File: config.mk
export PLATFORM = sky130hd
export DESIGN_NAME = i2s_rx_10xe_deser_flat
export DESIGN_NICKNAME = d
export VERILOG_FILES = /design/src/rtl/i2s_rx_10xe_deser_if.sv /design/src/rtl/i2s_rx_10xe_deser.sv /design/src/flat_wrapper.sv
export SDC_FILE = /design/constraint.sdc
export NUM_CORES = 1
export LEC_CHECK = 0
export CORE_ASPECT_RATIO = 0.7
export CORE_MARGIN = 5
export CORE_UTILIZATION = 43
export CTS_CLUSTER_DIAMETER = 120
export DETAILED_ROUTE_END_ITERATION = 7
export SYNTH_ARGS = -nofsm -noshare
export SYNTH_HDL_FRONTEND = slang
export SYNTH_SLANG_ARGS = --single-unit
File: constraint.sdc
create_clock -name aud_mclk -period 3.2 [get_ports aud_mclk]
set_clock_uncertainty 0.15 [all_clocks]
set_input_delay 0.32 -clock aud_mclk [delete_from_list [all_inputs] [get_ports aud_mclk]]
set_output_delay 0.32 -clock aud_mclk [all_outputs]
set_load 0.01 [all_outputs]
File: src/rtl/i2s_rx_10xe_deser_if.sv
// AXI-Stream-style sample port of the I2S receiver.
// The master drives the payload and valid signals, and the slave returns ready.
interface i2s_rx_10xe_deser_if #(
  parameter int unsigned DATA_WIDTH = 24
) ();
  logic [DATA_WIDTH-1:0] m_axis_tdata;
  logic                  m_axis_tid;
  logic                  m_axis_tvalid;
  logic                  m_axis_tready;

  modport master (
    output m_axis_tdata,
    output m_axis_tid,
    output m_axis_tvalid,
    input  m_axis_tready
  );

  modport slave (
    input  m_axis_tdata,
    input  m_axis_tid,
    input  m_axis_tvalid,
    output m_axis_tready
  );
endinterface

File: src/rtl/i2s_rx_10xe_deser.sv
// I2S receiver: oversamples sclk/lrclk/sdata in the aud_mclk domain, recovers framing and
// pushes each completed {channel, sample} into a 2-entry FIFO drained over a valid/ready port.
module i2s_rx_10xe_deser #(
  parameter int unsigned DATA_WIDTH  = 24,
  parameter int unsigned SLOT_WIDTH  = 32,
  parameter int unsigned SYNC_STAGES = 2
) (
  input  logic                       aud_mclk,
  input  logic                       aud_mrst,
  input  logic                       rx_enable,
  input  logic                       sclk_in,
  input  logic                       lrclk_in,
  input  logic                       sdata_0_in,
  input  logic                       err_clr,
  i2s_rx_10xe_deser_if.master        m_axis,
  output logic                       overflow,
  output logic                       frame_err,
  output logic                       irq
);

  localparam int unsigned RC_W = 6;
  localparam logic [RC_W-1:0] RC_MAX  = RC_W'(63);
  localparam logic [RC_W-1:0] RC_ONE  = RC_W'(1);
  localparam logic [RC_W-1:0] RC_MSB  = RC_W'(2);
  localparam logic [RC_W-1:0] RC_LAST = RC_W'(DATA_WIDTH + 1);
  localparam logic [RC_W-1:0] RC_SLOT = RC_W'(SLOT_WIDTH);

  typedef struct packed {
    logic                  id;
    logic [DATA_WIDTH-1:0] data;
  } beat_t;

  typedef enum logic [1:0] {
    ST_DISABLED  = 2'd0,
    ST_WAIT_SYNC = 2'd1,
    ST_RUN       = 2'd2
  } state_t;

  logic [SYNC_STAGES-1:0] r_sclk_sync;
  logic [SYNC_STAGES-1:0] r_ws_sync;
  logic [SYNC_STAGES-1:0] r_sd_sync;
  logic                   r_sclk_prev;
  logic                   r_ws_prev;
  logic                   r_ws_seen;
  logic [RC_W-1:0]        r_rc;
  logic                   r_chan;
  logic [DATA_WIDTH-1:0]  r_shift;
  state_t                 r_state;
  beat_t                  r_head;
  beat_t                  r_tail;
  logic [1:0]             r_cnt;
  logic                   r_valid;
  logic                   r_overflow;
  logic                   r_frame_err;
  logic                   r_irq;

  logic                   w_sclk_s;
  logic                   w_ws_s;
  logic                   w_sd_s;
  logic                   w_rise;
  logic                   w_ws_chg;
  logic [RC_W-1:0]        w_rc_next;
  logic                   w_chan_next;
  logic [DATA_WIDTH-1:0]  w_shift_next;
  state_t                 w_state_next;
  logic                   w_push;
  logic                   w_pop;
  logic                   w_frame_evt;
  logic                   w_ovf_evt;
  beat_t                  w_new;
  beat_t                  w_head_next;
  beat_t                  w_tail_next;
  logic [1:0]             w_cnt_next;

  assign w_sclk_s = r_sclk_sync[SYNC_STAGES-1];
  assign w_ws_s   = r_ws_sync[SYNC_STAGES-1];
  assign w_sd_s   = r_sd_sync[SYNC_STAGES-1];
  assign w_rise   = w_sclk_s & ~r_sclk_prev;
  // A ws change only counts once a ws value has been sampled since reset.
  assign w_ws_chg = w_rise & r_ws_seen & (w_ws_s != r_ws_prev);
  assign w_pop    = r_valid & m_axis.m_axis_tready;

  // Synchronizers and the rise-edge history.
  always_ff @(posedge aud_mclk or posedge aud_mrst) begin
    if (aud_mrst) begin
      r_sclk_sync <= '0;
      r_ws_sync   <= '0;
      r_sd_sync   <= '0;
      r_sclk_prev <= 1'b0;
      r_ws_prev   <= 1'b0;
      r_ws_seen   <= 1'b0;
    end else begin
      r_sclk_sync <= {r_sclk_sync[SYNC_STAGES-2:0], sclk_in};
      r_ws_sync   <= {r_ws_sync[SYNC_STAGES-2:0], lrclk_in};
      r_sd_sync   <= {r_sd_sync[SYNC_STAGES-2:0], sdata_0_in};
      r_sclk_prev <= w_sclk_s;
      if (w_rise) begin
        r_ws_prev <= w_ws_s;
        r_ws_seen <= 1'b1;
      end
    end
  end

  // Rise counter, channel tag and MSB-first shift register.
  always_comb begin
    w_rc_next    = r_rc;
    w_chan_next  = r_chan;
    w_shift_next = r_shift;
    if (w_rise) begin
      if (w_ws_chg) begin
        w_rc_next   = RC_ONE;
        w_chan_next = w_ws_s;
      end else if (r_rc != RC_MAX) begin
        w_rc_next = r_rc + RC_ONE;
      end
      if ((w_rc_next >= RC_MSB) && (w_rc_next <= RC_LAST)) begin
        w_shift_next = {r_shift[DATA_WIDTH-2:0], w_sd_s};
      end
    end
  end

  always_ff @(posedge aud_mclk or posedge aud_mrst) begin
    if (aud_mrst) begin
      r_rc    <= '0;
      r_chan  <= 1'b0;
      r_shift <= '0;
    end else begin
      r_rc    <= w_rc_next;
      r_chan  <= w_chan_next;
      r_shift <= w_shift_next;
    end
  end

  always_ff @(posedge aud_mclk or posedge aud_mrst) begin
    if (aud_mrst) begin
      r_state <= ST_DISABLED;
    end else begin
      r_state <= w_state_next;
    end
  end

  // Capture FSM: next state, push strobe and frame-length check.
  always_comb begin
    w_state_next = r_state;
    w_push       = 1'b0;
    w_frame_evt  = 1'b0;
    case (r_state)
      ST_DISABLED: begin
        if (rx_enable) w_state_next = ST_WAIT_SYNC;
      end
      ST_WAIT_SYNC: begin
        if (w_ws_chg) w_state_next = ST_RUN;
      end
      ST_RUN: begin
        if (w_ws_chg && (r_rc != RC_SLOT)) w_frame_evt = 1'b1;
        if (w_rise && (w_rc_next == RC_LAST)) w_push = 1'b1;
      end
      default: w_state_next = ST_DISABLED;
    endcase
    if (!rx_enable) begin
      w_state_next = ST_DISABLED;
      w_push       = 1'b0;
      w_frame_evt  = 1'b0;
    end
  end

  // Two-entry FIFO kept as head/tail registers so the port is driven straight from flops.
  always_comb begin
    w_new       = '{id: w_chan_next, data: w_shift_next};
    w_head_next = r_head;
    w_tail_next = r_tail;
    w_cnt_next  = r_cnt;
    w_ovf_evt   = 1'b0;
    case ({w_push, w_pop})
      2'b10: begin
        if (r_cnt == 2'd0) begin
          w_head_next = w_new;
          w_cnt_next  = 2'd1;
        end else if (r_cnt == 2'd1) begin
          w_tail_next = w_new;
          w_cnt_next  = 2'd2;
        end else begin
          w_ovf_evt = 1'b1;
        end
      end
      2'b01: begin
        if (r_cnt == 2'd2) begin
          w_head_next = r_tail;
          w_cnt_next  = 2'd1;
        end else begin
          w_cnt_next = 2'd0;
        end
      end
      2'b11: begin
        if (r_cnt == 2'd2) begin
          w_head_next = r_tail;
          w_tail_next = w_new;
        end else begin
          w_head_next = w_new;
        end
      end
      default: ;
    endcase
  end

  always_ff @(posedge aud_mclk or posedge aud_mrst) begin
    if (aud_mrst) begin
      r_head  <= '0;
      r_tail  <= '0;
      r_cnt   <= 2'd0;
      r_valid <= 1'b0;
    end else begin
      r_head  <= w_head_next;
      r_tail  <= w_tail_next;
      r_cnt   <= w_cnt_next;
      r_valid <= (w_cnt_next != 2'd0);
    end
  end

  // Sticky error flags; a new event outranks a simultaneous clear.
  always_ff @(posedge aud_mclk or posedge aud_mrst) begin
    if (aud_mrst) begin
      r_overflow  <= 1'b0;
      r_frame_err <= 1'b0;
      r_irq       <= 1'b0;
    end else begin
      r_overflow  <= w_ovf_evt | (r_overflow & ~err_clr);
      r_frame_err <= w_frame_evt | (r_frame_err & ~err_clr);
      r_irq       <= r_overflow | r_frame_err;
    end
  end

  assign m_axis.m_axis_tdata  = r_head.data;
  assign m_axis.m_axis_tid    = r_head.id;
  assign m_axis.m_axis_tvalid = r_valid;
  assign overflow             = r_overflow;
  assign frame_err            = r_frame_err;
  assign irq                  = r_irq;

endmodule

File: src/flat_wrapper.sv
// flat-port wrapper written by rule: the top's interface ports become plain ports
module i2s_rx_10xe_deser_flat 
#(
  parameter int unsigned DATA_WIDTH  = 24,
  parameter int unsigned SLOT_WIDTH  = 32,
  parameter int unsigned SYNC_STAGES = 2
)
  (aud_mclk, aud_mrst, rx_enable, sclk_in, lrclk_in, sdata_0_in, err_clr, overflow, frame_err, irq, m_axis_m_axis_tdata, m_axis_m_axis_tid, m_axis_m_axis_tvalid, m_axis_m_axis_tready);
  i2s_rx_10xe_deser_if #(.DATA_WIDTH(DATA_WIDTH)) m_axis_i ();
  input  logic aud_mclk;
  input  logic aud_mrst;
  input  logic rx_enable;
  input  logic sclk_in;
  input  logic lrclk_in;
  input  logic sdata_0_in;
  input  logic err_clr;
  output logic overflow;
  output logic frame_err;
  output logic irq;
  output wire logic [$bits(m_axis_i.m_axis_tdata)-1:0] m_axis_m_axis_tdata;
  output wire logic [$bits(m_axis_i.m_axis_tid)-1:0] m_axis_m_axis_tid;
  output wire logic [$bits(m_axis_i.m_axis_tvalid)-1:0] m_axis_m_axis_tvalid;
  input wire logic [$bits(m_axis_i.m_axis_tready)-1:0] m_axis_m_axis_tready;
  assign m_axis_m_axis_tdata = m_axis_i.m_axis_tdata;
  assign m_axis_m_axis_tid = m_axis_i.m_axis_tid;
  assign m_axis_m_axis_tvalid = m_axis_i.m_axis_tvalid;
  assign m_axis_i.m_axis_tready = m_axis_m_axis_tready;
  i2s_rx_10xe_deser #(.DATA_WIDTH(DATA_WIDTH), .SLOT_WIDTH(SLOT_WIDTH), .SYNC_STAGES(SYNC_STAGES)) u_core (.aud_mclk(aud_mclk), .aud_mrst(aud_mrst), .rx_enable(rx_enable), .sclk_in(sclk_in), .lrclk_in(lrclk_in), .sdata_0_in(sdata_0_in), .err_clr(err_clr), .m_axis(m_axis_i), .overflow(overflow), .frame_err(frame_err), .irq(irq));
endmodule
# Yosys cells after proc, flatten, opt, wreduce, memory -nomap -nowiden

Cells that the tools add are included.

$add $sub $neg: 1
Magnitude comparators: 2
Equal/unequal tests: 18
Multiplexer cells: 32
Bitwise operators: 11
Reduce and logical (&&, ||, !) cells: 11

Operators with widths:

| cell                                                  | number |
|---|---|
| 2-to-1 mux 25 bit                                     | 6 |
| one-hot mux 25 bit (3 select lines)                   | 1 |
| one-hot mux 25 bit (2 select lines)                   | 1 |
| 2-to-1 mux 24 bit                                     | 2 |
| 2-to-1 mux 6 bit                                      | 4 |
| 2-to-1 mux 1 bit                                      | 12 |
| inequality test 6 bit, second input constant          | 2 |
| == test 2 bit, second input constant                  | 4 |
| 2-to-1 mux 2 bit                                      | 4 |
| inequality test 2 x 1 -> 1 bit, second input constant | 4 |
| adder 6 x 1 -> 6 bit, second input constant           | 1 |
| bitwise AND 1 bit                                     | 6 |
| == test 2 x 1 -> 1 bit, second input constant         | 3 |
| == test 6 x 5 -> 1 bit, second input constant         | 1 |
| >= comparator 6 x 2 -> 1 bit, second input constant   | 1 |
| <= comparator 6 x 5 -> 1 bit, second input constant   | 1 |
| one-hot mux 2 bit (3 select lines)                    | 1 |
| logical NOT 2 bit                                     | 2 |
| inequality test 2 bit, second input constant          | 2 |
| one-hot mux 2 bit (2 select lines)                    | 1 |
| AND reduction 4 bit                                   | 1 |
| nonzero test 2 bit                                    | 2 |
| logical AND 1 bit                                     | 3 |
| inequality test 3 x 2 -> 1 bit, second input constant | 1 |
| other kinds (6)                                       | 9 |

Register bits after elaboration: 98
Bits of input ports: 8
Output and inout port bits: 29
Word-level logic and storage cells: 94

# Depth between registers and ports, before layout

Gate-level depths: netlist of run 1.

Depth in word-level cells: 15
Gate-level depth with buffers: 15
Depth with buffers taken out: 12

# Worst setup path after synthesis of run 1

Ideal clock, no wire load.

Path type: reg-to-reg
Start point: reg u_core.r_rc[0]
End point: reg u_core.r_head, in the netlist u_core.m_axis.m_axis_tdata[2]
Arrival time: 3.153 ns
Slack: -0.189 ns
Cell stages (with the launch flop): 15
Clock period less this slack: 3.389 ns
Cell sequence: dfrtp_1 > ha_1 > buf_4 > and3_1 > nand3_2 > nand2_1 > nor4b_1 > nor4bb_1 > ha_1 > nand2b_1 > a2111oi_4 > buf_2 > nand2_1 > nand4b_1 > o211ai_1

Cells in the longest elaborated chain, start to end: 13
Elaborated cells between the ends (all ways): 26
Those cells by class: add/sub (1); order compare (2); eq/ne (7); mux (12); reduce/logical (4)

Ends and longest elaborated chain:

| item                                                                                  | RTL line                                           | source |
|---|---|---|
| start: declaration                                                                    | i2s_rx_10xe_deser.sv:45                            | `logic [RC_W-1:0] r_rc;` |
| start signal: assignment                                                              | i2s_rx_10xe_deser.sv:128                           | `r_rc <= w_rc_next;` |
| adder 6 x 1 -> 6 bit or inequality test 6 bit (tied branches)                         | i2s_rx_10xe_deser.sv:114, i2s_rx_10xe_deser.sv:113 |  |
| 2-to-1 mux 6 bit                                                                      | i2s_rx_10xe_deser.sv:113                           | `end else if (r_rc != RC_MAX) begin` |
| 2-to-1 mux 6 bit                                                                      | i2s_rx_10xe_deser.sv:110                           | `if (w_ws_chg) begin` |
| 2-to-1 mux 6 bit (2 in a row)                                                         | i2s_rx_10xe_deser.sv:109                           | `if (w_rise) begin` |
| == test 6 x 5 -> 1 bit                                                                | i2s_rx_10xe_deser.sv:156                           | `if (w_rise && (w_rc_next == RC_LAST)) w_push = 1'b1;` |
| logical AND 1 bit                                                                     | i2s_rx_10xe_deser.sv:156                           |  |
| 2-to-1 mux 1 bit                                                                      | i2s_rx_10xe_deser.sv:156                           |  |
| 2-to-1 mux 1 bit                                                                      | i2s_rx_10xe_deser.sv:147                           | `case (r_state)` |
| 2-to-1 mux 1 bit                                                                      | i2s_rx_10xe_deser.sv:160                           | `if (!rx_enable) begin` |
| == test 2 x 1 -> 1 bit or == test 2 bit (tied branches)                               | i2s_rx_10xe_deser.sv:174                           | `case ({w_push, w_pop})` |
| inequality test 2 x 1 -> 1 bit (no source line) or nonzero test 3 bit (tied branches) | n/a                                                |  |
| AND reduction 3 bit (no source line)                                                  | n/a                                                |  |
| end signal: assignment                                                                | i2s_rx_10xe_deser.sv:213                           | `r_head <= w_head_next;` |
| end: declaration                                                                      | i2s_rx_10xe_deser.sv:49                            | `beat_t r_head;` |

Several ways; a longest one is shown, not always the timed one. The select of a mux whose other input is x is not followed.
A chain may end at the register's enable or synchronous reset.

# Final worst setup path of run 1

Start point: reg u_core.r_rc[1]
End point: reg u_core.r_head, in the netlist u_core.m_axis.m_axis_tdata[9]

Cells in the longest elaborated chain, start to end: 13
Elaborated cells between the ends (all ways): 26
Those cells by class: add/sub (1); order compare (2); eq/ne (7); mux (12); reduce/logical (4)

Ends and longest elaborated chain:

| item                                                                                  | RTL line                                           | source |
|---|---|---|
| adder 6 x 1 -> 6 bit or inequality test 6 bit (tied branches)                         | i2s_rx_10xe_deser.sv:114, i2s_rx_10xe_deser.sv:113 |  |
| 2-to-1 mux 6 bit *                                                                    | i2s_rx_10xe_deser.sv:113                           |  |
| 2-to-1 mux 6 bit *                                                                    | i2s_rx_10xe_deser.sv:110                           |  |
| 2-to-1 mux 6 bit * (2 in a row)                                                       | i2s_rx_10xe_deser.sv:109                           |  |
| named net u_core.w_rc_next[2]                                                         | i2s_rx_10xe_deser.sv:62                            | `logic [RC_W-1:0] w_rc_next;` |
| == test 6 x 5 -> 1 bit *                                                              | i2s_rx_10xe_deser.sv:156                           |  |
| logical AND 1 bit *                                                                   | i2s_rx_10xe_deser.sv:156                           |  |
| 2-to-1 mux 1 bit *                                                                    | i2s_rx_10xe_deser.sv:156                           |  |
| 2-to-1 mux 1 bit *                                                                    | i2s_rx_10xe_deser.sv:147                           |  |
| 2-to-1 mux 1 bit *                                                                    | i2s_rx_10xe_deser.sv:160                           |  |
| == test 2 x 1 -> 1 bit or == test 2 bit (tied branches)                               | i2s_rx_10xe_deser.sv:174                           |  |
| inequality test 2 x 1 -> 1 bit (no source line) or nonzero test 3 bit (tied branches) | n/a                                                |  |
| AND reduction 3 bit (no source line)                                                  | n/a                                                |  |

The timed path passes the listed nets; every way through them passes the cells marked *. The select of a mux whose other input is x is not followed.

==> results of run 1 <==
==> worst min-delay path by stage <==
stage	end	slack, ns
2_1_floorplan	u_core.r_sclk_sync[1]	0.18
3_3_place_gp	u_core.r_sclk_sync[1]	0.18
3_5_place_dp	u_core.r_sclk_sync[1]	0.19
4_1_cts	u_core.r_sclk_sync[1]	0.20
5_1_grt	u_core.r_ws_sync[1]	0.21
6_report	u_core.r_sclk_sync[1]	0.20
==> routing by layer <==
metal / global-route usage / up-vias / share of wire
met4: 0.0484 / 0 / 0.014
met2: 0.271 / 163 / 0.44
met1: 0.264 / 2096 / 0.48
li1: - / 1903 / -
met5: 0 / - / 0
met3: 0.0326 / 18 / 0.069
==> worst max-delay path: stages, from the launching register on <==
cell       delay (ns)
dfrtp_1          0.42
ha_4             0.20
and3_4           0.19
nand3_4          0.09
a31o_2           0.19
a21oi_4          0.07
nand4bb_1        0.21
buf_4            0.16
ha_1             0.20
or3_4            0.44
buf_4            0.17
a22o_1           0.25
a311o_1          0.31
==> per-stage QoR <==
step | setup WS (ns) | util | setup TNS, ns
4_1_cts | -0.0295 | 0.544 | -0.108
3_5_place_dp | -0.112 | 0.519 | -1.78
2_1_floorplan | -0.0583 | - | -1.01
6_report | 0.0229 | 0.563 | 0
5_1_grt | -0.176 | 0.563 | -6.61
3_3_place_gp | -0.0926 | 0.519 | -0.641
==> power by group <==
group / switching, mW / internal [mW] / total [mW]
Sequential: 0.231 / 1.48 / 1.71
Combinational: 0.996 / 0.966 / 1.96
Clock: 0.442 / 0.605 / 1.05
Total: 1.67 / 3.05 / 4.72
==> flip-flops by register name (all words and copies together) (netlist names), 2 cells and up <==
name and cells:
u_core.r_tail 25, u_core.m_axis.m_axis_tdata 24, u_core.r_shift 24, u_core.r_rc 6, u_core.r_cnt 2, u_core.r_sclk_sync 2, u_core.r_sd_sync 2, u_core.r_state 2
u_core.r_ws_sync 2
==> cells in the mapped netlist (3+ instances only) <==
master	number
o21ai_0	9
and3_1	3
buf_1	5
o211ai_1	24
mux2_4	22
nand2b_1	7
a21oi_1	8
clkbuf_1	13
nor2b_1	6
a22o_1	3
nand4b_1	47
nor2_1	3
nand4_1	3
buf_4	4
dfrtp_1	98
a311o_1	3
nand3_1	4
o221ai_1	21
inv_1	32
a22oi_1	23
a31oi_1	5
ha_1	9
nand2_1	60
buf_2	17
==> kinds of logic after synthesis <==
| kind of cell | count (synthesis) | synth area share |
|---|---|---|
| AOI/OAI and AO/OA | 111 | 0.168 |
| muxes | 27 | 0.0753 |
| DFF | 98 | 0.481 |
| adders and majority gates | 9 | 0.0221 |
| buffers and inverters | 75 | 0.0706 |
| xor gates and xnor gates | 4 | 0.00687 |
| and+or+nand+nor | 147 | 0.177 |
==> final cells by class <==
cell class              count  area share
clock inverters             3     0.00611
multi-input cells         298       0.378
clock buffers              13      0.0367
repair buffers            110       0.156
flip-flops and latches     98       0.375
well taps                 157      0.0300
inverters                  32      0.0187
==> layout by cell type (no fill, tap or decap), types with 21 or more instances in the layout <==
cell type	n
dfrtp_1	97
buf_4	65
nand2_1	50
nand4b_1	47
clkdlybuf4s50_1	36
inv_1	31
o211ai_1	24
a22oi_1	23
mux2_4	22
o221ai_1	21
==> what timing repair did <==
action | 4_1_cts | 5_1_grt
hold buffers | 0 | 0
gates cloned | 0 | 3
pin swaps | 0 | 19
gates resized for setup | 2 | 27
setup buffers | 0 | 6
setup endpoints to repair | 30 | 49
==> metrics.cfg, run 1 <==
[cts]
clock_insertion_delay_worst_skew_ns=0.34
tritoncts_num_sinks=98
tritoncts_clock_tree=yes
clkTransAtPathRegs_ns=0.06
cts_buffers=9
cts_buffer_depth=2
clock_root_buffer=clkbuf_16
htree_levels=3

[sta]
finalCriticalPeriod_ns=3.18
grt_setup_unrepaired=yes
slew_headroom=0.622
period_share=0.993
max_slew.worst_pin.slew_ns=0.566
setup-violations-final=0
max_clock_freq_mhz=315
hold_viol=0
timing_max_transition_violations_final=0
hold-worst-slack_ns=0.199

[setup_path]
cp-end-kind=register
timing.critical_path.fanout_max=5
endpoint=u_core.m_axis.m_axis_tdata[9]
classification_of_the_worst_setup_path=reg -> reg
worstPathRequired_ns=3.27
crit-reg2reg-launch=u_core.r_rc[1]
cp-start-kind=register
worst-r2r-setup-slack_ns=0.02
cp.arrival_ns=3.25
critical_path.reg2reg.endpoint=u_core.m_axis.m_axis_tdata[9]
setup.worst_path.start=u_core.r_rc[1]
worst_r2r_path_depth=12

[detailed_routing]
detail_route.first_pass.iterations=5
final_antenna_net_count=0
wire_per_inst_um=18.3
route.detailed.drc=0
via_per_inst=5.88
vias=4180
initialDrtViolationCount=390
wl_um=13000

[hold_path]
hold_start=u_core.r_sclk_sync[0]
min_delay_path_depth=0
hold_path.class=reg -> reg

[layout]
finish.net_count=566
finalNonFillerCells=711
synthToLayoutAreaGrowth_pct=28.4
layout-drive-gt1-share=0.269
fill_cells=1000
final-seq-area_mm2=0.00245
n_antenna_cell=0
postLayoutCellArea_mm2=0.00655
multiInputGateArea_mm2=0.00248

[grt]
gr-usage-all-layers=0.178
global_route.overflow_total=0
grt_first_pass_wirelength_um=20500
via_count_of_the_first_global_routing_pass=3930
grt_antenna_before_repair=0
grt_max_degree=73

[yosys]
ys_seq_area_frac=0.481
post_synth_instance_area_mm2=0.00510
synth-edff-count=0
synth-warning-count=0
asyncSetResetFlopFracSynth=1.00
netlist_instances=471
yosysUniqueCellTypes=57
netlist.top_cell.by_area=dfrtp_1
synth.top_cells.by_area=dfrtp_1 48%, nand4b_1 8.1%, mux2_4 6.5%, nand2_1 4.4%, o221ai_1 3.6%
synth_seq_cells=98
post_synth.cell_area_avg_um2=10.8
ys_dominant_reg_cell=dfrtp_1
mappedNetlistNets=488
synth_top_area_frac=0.481

[floorplanning]
core-area_mm2=0.0116
rows=33
die-height_um=101
die_w_um=140
floorplan.die_area_mm2=0.0142
ioPinCount=37
floorplan.initialDensity=0.438

[placement]
placed_cells_incl_taps=686
port_buffers=36
gp_congestion=0.886
post_dp_cell_area_mm2=0.00604
dp_hpwl_um=8080

[flow_run]
max_cap_viol_count=0

[pwr]
p_leak_nw=2.72
powerDensity_mw_per_mm2=720
power.ir.vdd_worst_uv=356
report.power.total_mw=4.72

[outcome]
status=complete, no violations

Power figures use the tool's default switching activity.
==> inputs of run 2 (changes only) <==
--- a/config.mk
+++ b/config.mk
@@ -5,11 +5,13 @@
 export SDC_FILE = /design/constraint.sdc
 export NUM_CORES = 1
 export LEC_CHECK = 0
+export CAP_MARGIN = 0
 export CORE_ASPECT_RATIO = 0.7
 export CORE_MARGIN = 5
 export CORE_UTILIZATION = 43
 export CTS_CLUSTER_DIAMETER = 120
 export DETAILED_ROUTE_END_ITERATION = 7
+export SLEW_MARGIN = 20
 export SYNTH_ARGS = -nofsm -noshare
 export SYNTH_HDL_FRONTEND = slang
 export SYNTH_SLANG_ARGS = --single-unit
==> results of run 2 <==
Final layout, timing and power as in run 1 (identical DEF).
==> RTL change (flow settings as in run 1) <==
`SLOT_WIDTH` is set to 32 in 2 places; all go to 31.
--- a/src/rtl/i2s_rx_10xe_deser.sv
+++ b/src/rtl/i2s_rx_10xe_deser.sv
@@ -3,5 +3,5 @@
 module i2s_rx_10xe_deser #(
   parameter int unsigned DATA_WIDTH  = 24,
-  parameter int unsigned SLOT_WIDTH  = 32,
+  parameter int unsigned SLOT_WIDTH  = 31,
   parameter int unsigned SYNC_STAGES = 2
 ) (
--- a/src/flat_wrapper.sv
+++ b/src/flat_wrapper.sv
@@ -3,5 +3,5 @@
 #(
   parameter int unsigned DATA_WIDTH  = 24,
-  parameter int unsigned SLOT_WIDTH  = 32,
+  parameter int unsigned SLOT_WIDTH  = 31,
   parameter int unsigned SYNC_STAGES = 2
 )
Formal check against the unedited RTL: no difference found for any inputs over 10 cycles, from zero or initial values and one cycle with aud_mrst high; that may be too few to reach the edited logic, so the function may still have changed.
==> RTL change against run 1 <==
- design area fell by 24%
- synthesized area fell by 20%
- synthesized cell count fell by 23%
- fmax rose by 3.9%
- utilization fell by 1.7 points
- sequential cell count did not move
- worst setup slack improved by 0.12 ns
- routed wire length fell by 39%
- global-route usage fell by 3.3 points
- count of clock-buffer cells in the layout fell by 1
- critical path type unchanged
- critical endpoint is now u_core.m_axis.m_axis_tdata[11]
- highest routed layer unchanged
Power is not compared: it rests on default switching activity, and its combinational part moved more than twofold at a synthesized area within 25%.
==> RTL change: results (changes against run 1) <==
status:
  outcome: "complete, no violations"
routing:
  wl_per_cell_microns: 14.7  # -20%
  drtIter0Drc: 157  # -60%
  vias: 2760  # -34%
  firstDrtPassIters: 4  # -1
power:
  p_leak_uw: 0.00256
  comb_power_share: 0.221
  max-vdd-ir-drop_mv: 0.363
  power_switching_share: 0.282
grt:
  grt_pass1_vias: 2695  # -31%
  groute.usage.overall: 0.145  # -0.0331
  grt_max_degree: 53  # -27%
  antenna_found_initial: 0  # unchanged
  grt_pass1_wl_microns: 13300  # -35%
critical_path:
  reg2reg_depth: 13  # +1
  cp-endpoint: "u_core.m_axis.m_axis_tdata[11]"
  regToRegEndpoint: "u_core.m_axis.m_axis_tdata[11]"
  cp_slowest_stage_delay_ns: 0.39  # -0.05 ns
  critPathSlowestCell: "dfrtp_1"
  worst-r2r-setup-slack_ns: 0.14  # +0.12 ns
  crit_fanout: 14  # +9
  crit_path_start: "u_core.r_rc[0]"
  crit_arrival_ns: 3.12  # -0.13 ns
synth:
  netlist_top_cells_area: "dfrtp_1 60%, mux2i_1 5.9%, a22oi_1 4.6%"
  syn_nets: 377  # -23%
  synthArstFlopShare: 1.00  # unchanged
  ys_seq_area_frac: 0.604  # +0.124
  netlist_top_cells_count: "98 x dfrtp_1, 34 x a21oi_1, 34 x inv_1, 31 x nor2_1, 25 x a22oi_1"
  ys_types: 43  # -25%
min_path:
  hp-class: "reg -> reg"
final_layout:
  antenna_cells: 0  # unchanged
  fin_nets: 426  # -25%
  drive_gt1_frac: 0.120  # -0.148
  largest_reg_flops: 25  # unchanged
place:
  hpwl_microns: 5280  # -35%
  place_area_sq_um: 4640  # -23%
  gp_congestion: 0.881  # -0.63%
sta:
  max-slew-margin-rel: 0.593  # -0.0299
clock_network:
  clk_pin_slew_ns: 0.06  # about the same
-- RTL change: logic make-up after synthesis --
kind of cell             Yosys count  synth area share
multiplexers                      25            0.0620
flip-flops                        98             0.604
adder cells (fa/ha/maj)            8            0.0247
XOR/XNOR                           2           0.00432
AO/OA/AOI/OAI                    106             0.158
buffers and inverters             49            0.0592
AND/OR/NAND/NOR                   73            0.0876
-- RTL change: power groups by stage --
| stage | Sequential (uW) | Clock, uW | Combinational [uW] |
|---|---|---|---|
| floorplan | 1490 | 0 | 423 |
| global placement | 1480 | 0 | 700 |
| detailed placement | 1470 | 0 | 709 |
| CTS | 1460 | 1140 | 711 |
| global route | 1470 | 1190 | 806 |
| finish | 1460 | 1110 | 727 |
-- RTL change: metal layers --
metal  routed length, microns  track usage  part of all wire
met4                       61       0.0366            0.0077
met5                        0            0                 0
met2                     3300        0.197              0.42
met3                      498       0.0622             0.063
met1                     4030        0.214              0.51
-- RTL change: through the flow --
stage	setup TNS, ns	total power (uW)	instances	hold slack, ns	setup slack (ns)
2_1_floorplan	0	1910	361	0.181	0.00568
3_3_place_gp	0	2180	522	0.181	0.151
3_5_place_dp	0	2180	522	0.188	0.0270
4_1_cts	0	3310	538	0.203	0.00898
5_1_grt	-0.358	3480	539	0.215	-0.0511
6_report	0	3300	539	0.202	0.143
-- RTL change: repair_timing --
item | 4_1_cts | 5_1_grt
buffers inserted | 0 | 1
gates resized for setup | 0 | 10
endpoints found under the setup margin | 0 | 47
-- RTL change: worst min path at each step --
stage | endpoint | cells after the start | start
6_report | u_core.r_sd_sync[1] | 0 | u_core.r_sd_sync[0]
5_1_grt | u_core.r_ws_sync[1] | 0 | u_core.r_ws_sync[0]
4_1_cts | u_core.r_ws_sync[1] | 0 | u_core.r_ws_sync[0]
3_5_place_dp | u_core.r_ws_sync[1] | 0 | u_core.r_ws_sync[0]
3_3_place_gp | u_core.r_sclk_sync[1] | 0 | u_core.r_sclk_sync[0]
2_1_floorplan | u_core.r_sclk_sync[1] | 0 | u_core.r_sclk_sync[0]
-- RTL change: final cells by class --
class	count	area [sq um]
clock buffers	12	267
clock inverters	4	48.8
flip-flops and latches	98	2450
repair buffers	53	529
inverters	34	130
fillers	832	4150
well taps	124	155
multi-input cells	214	1410
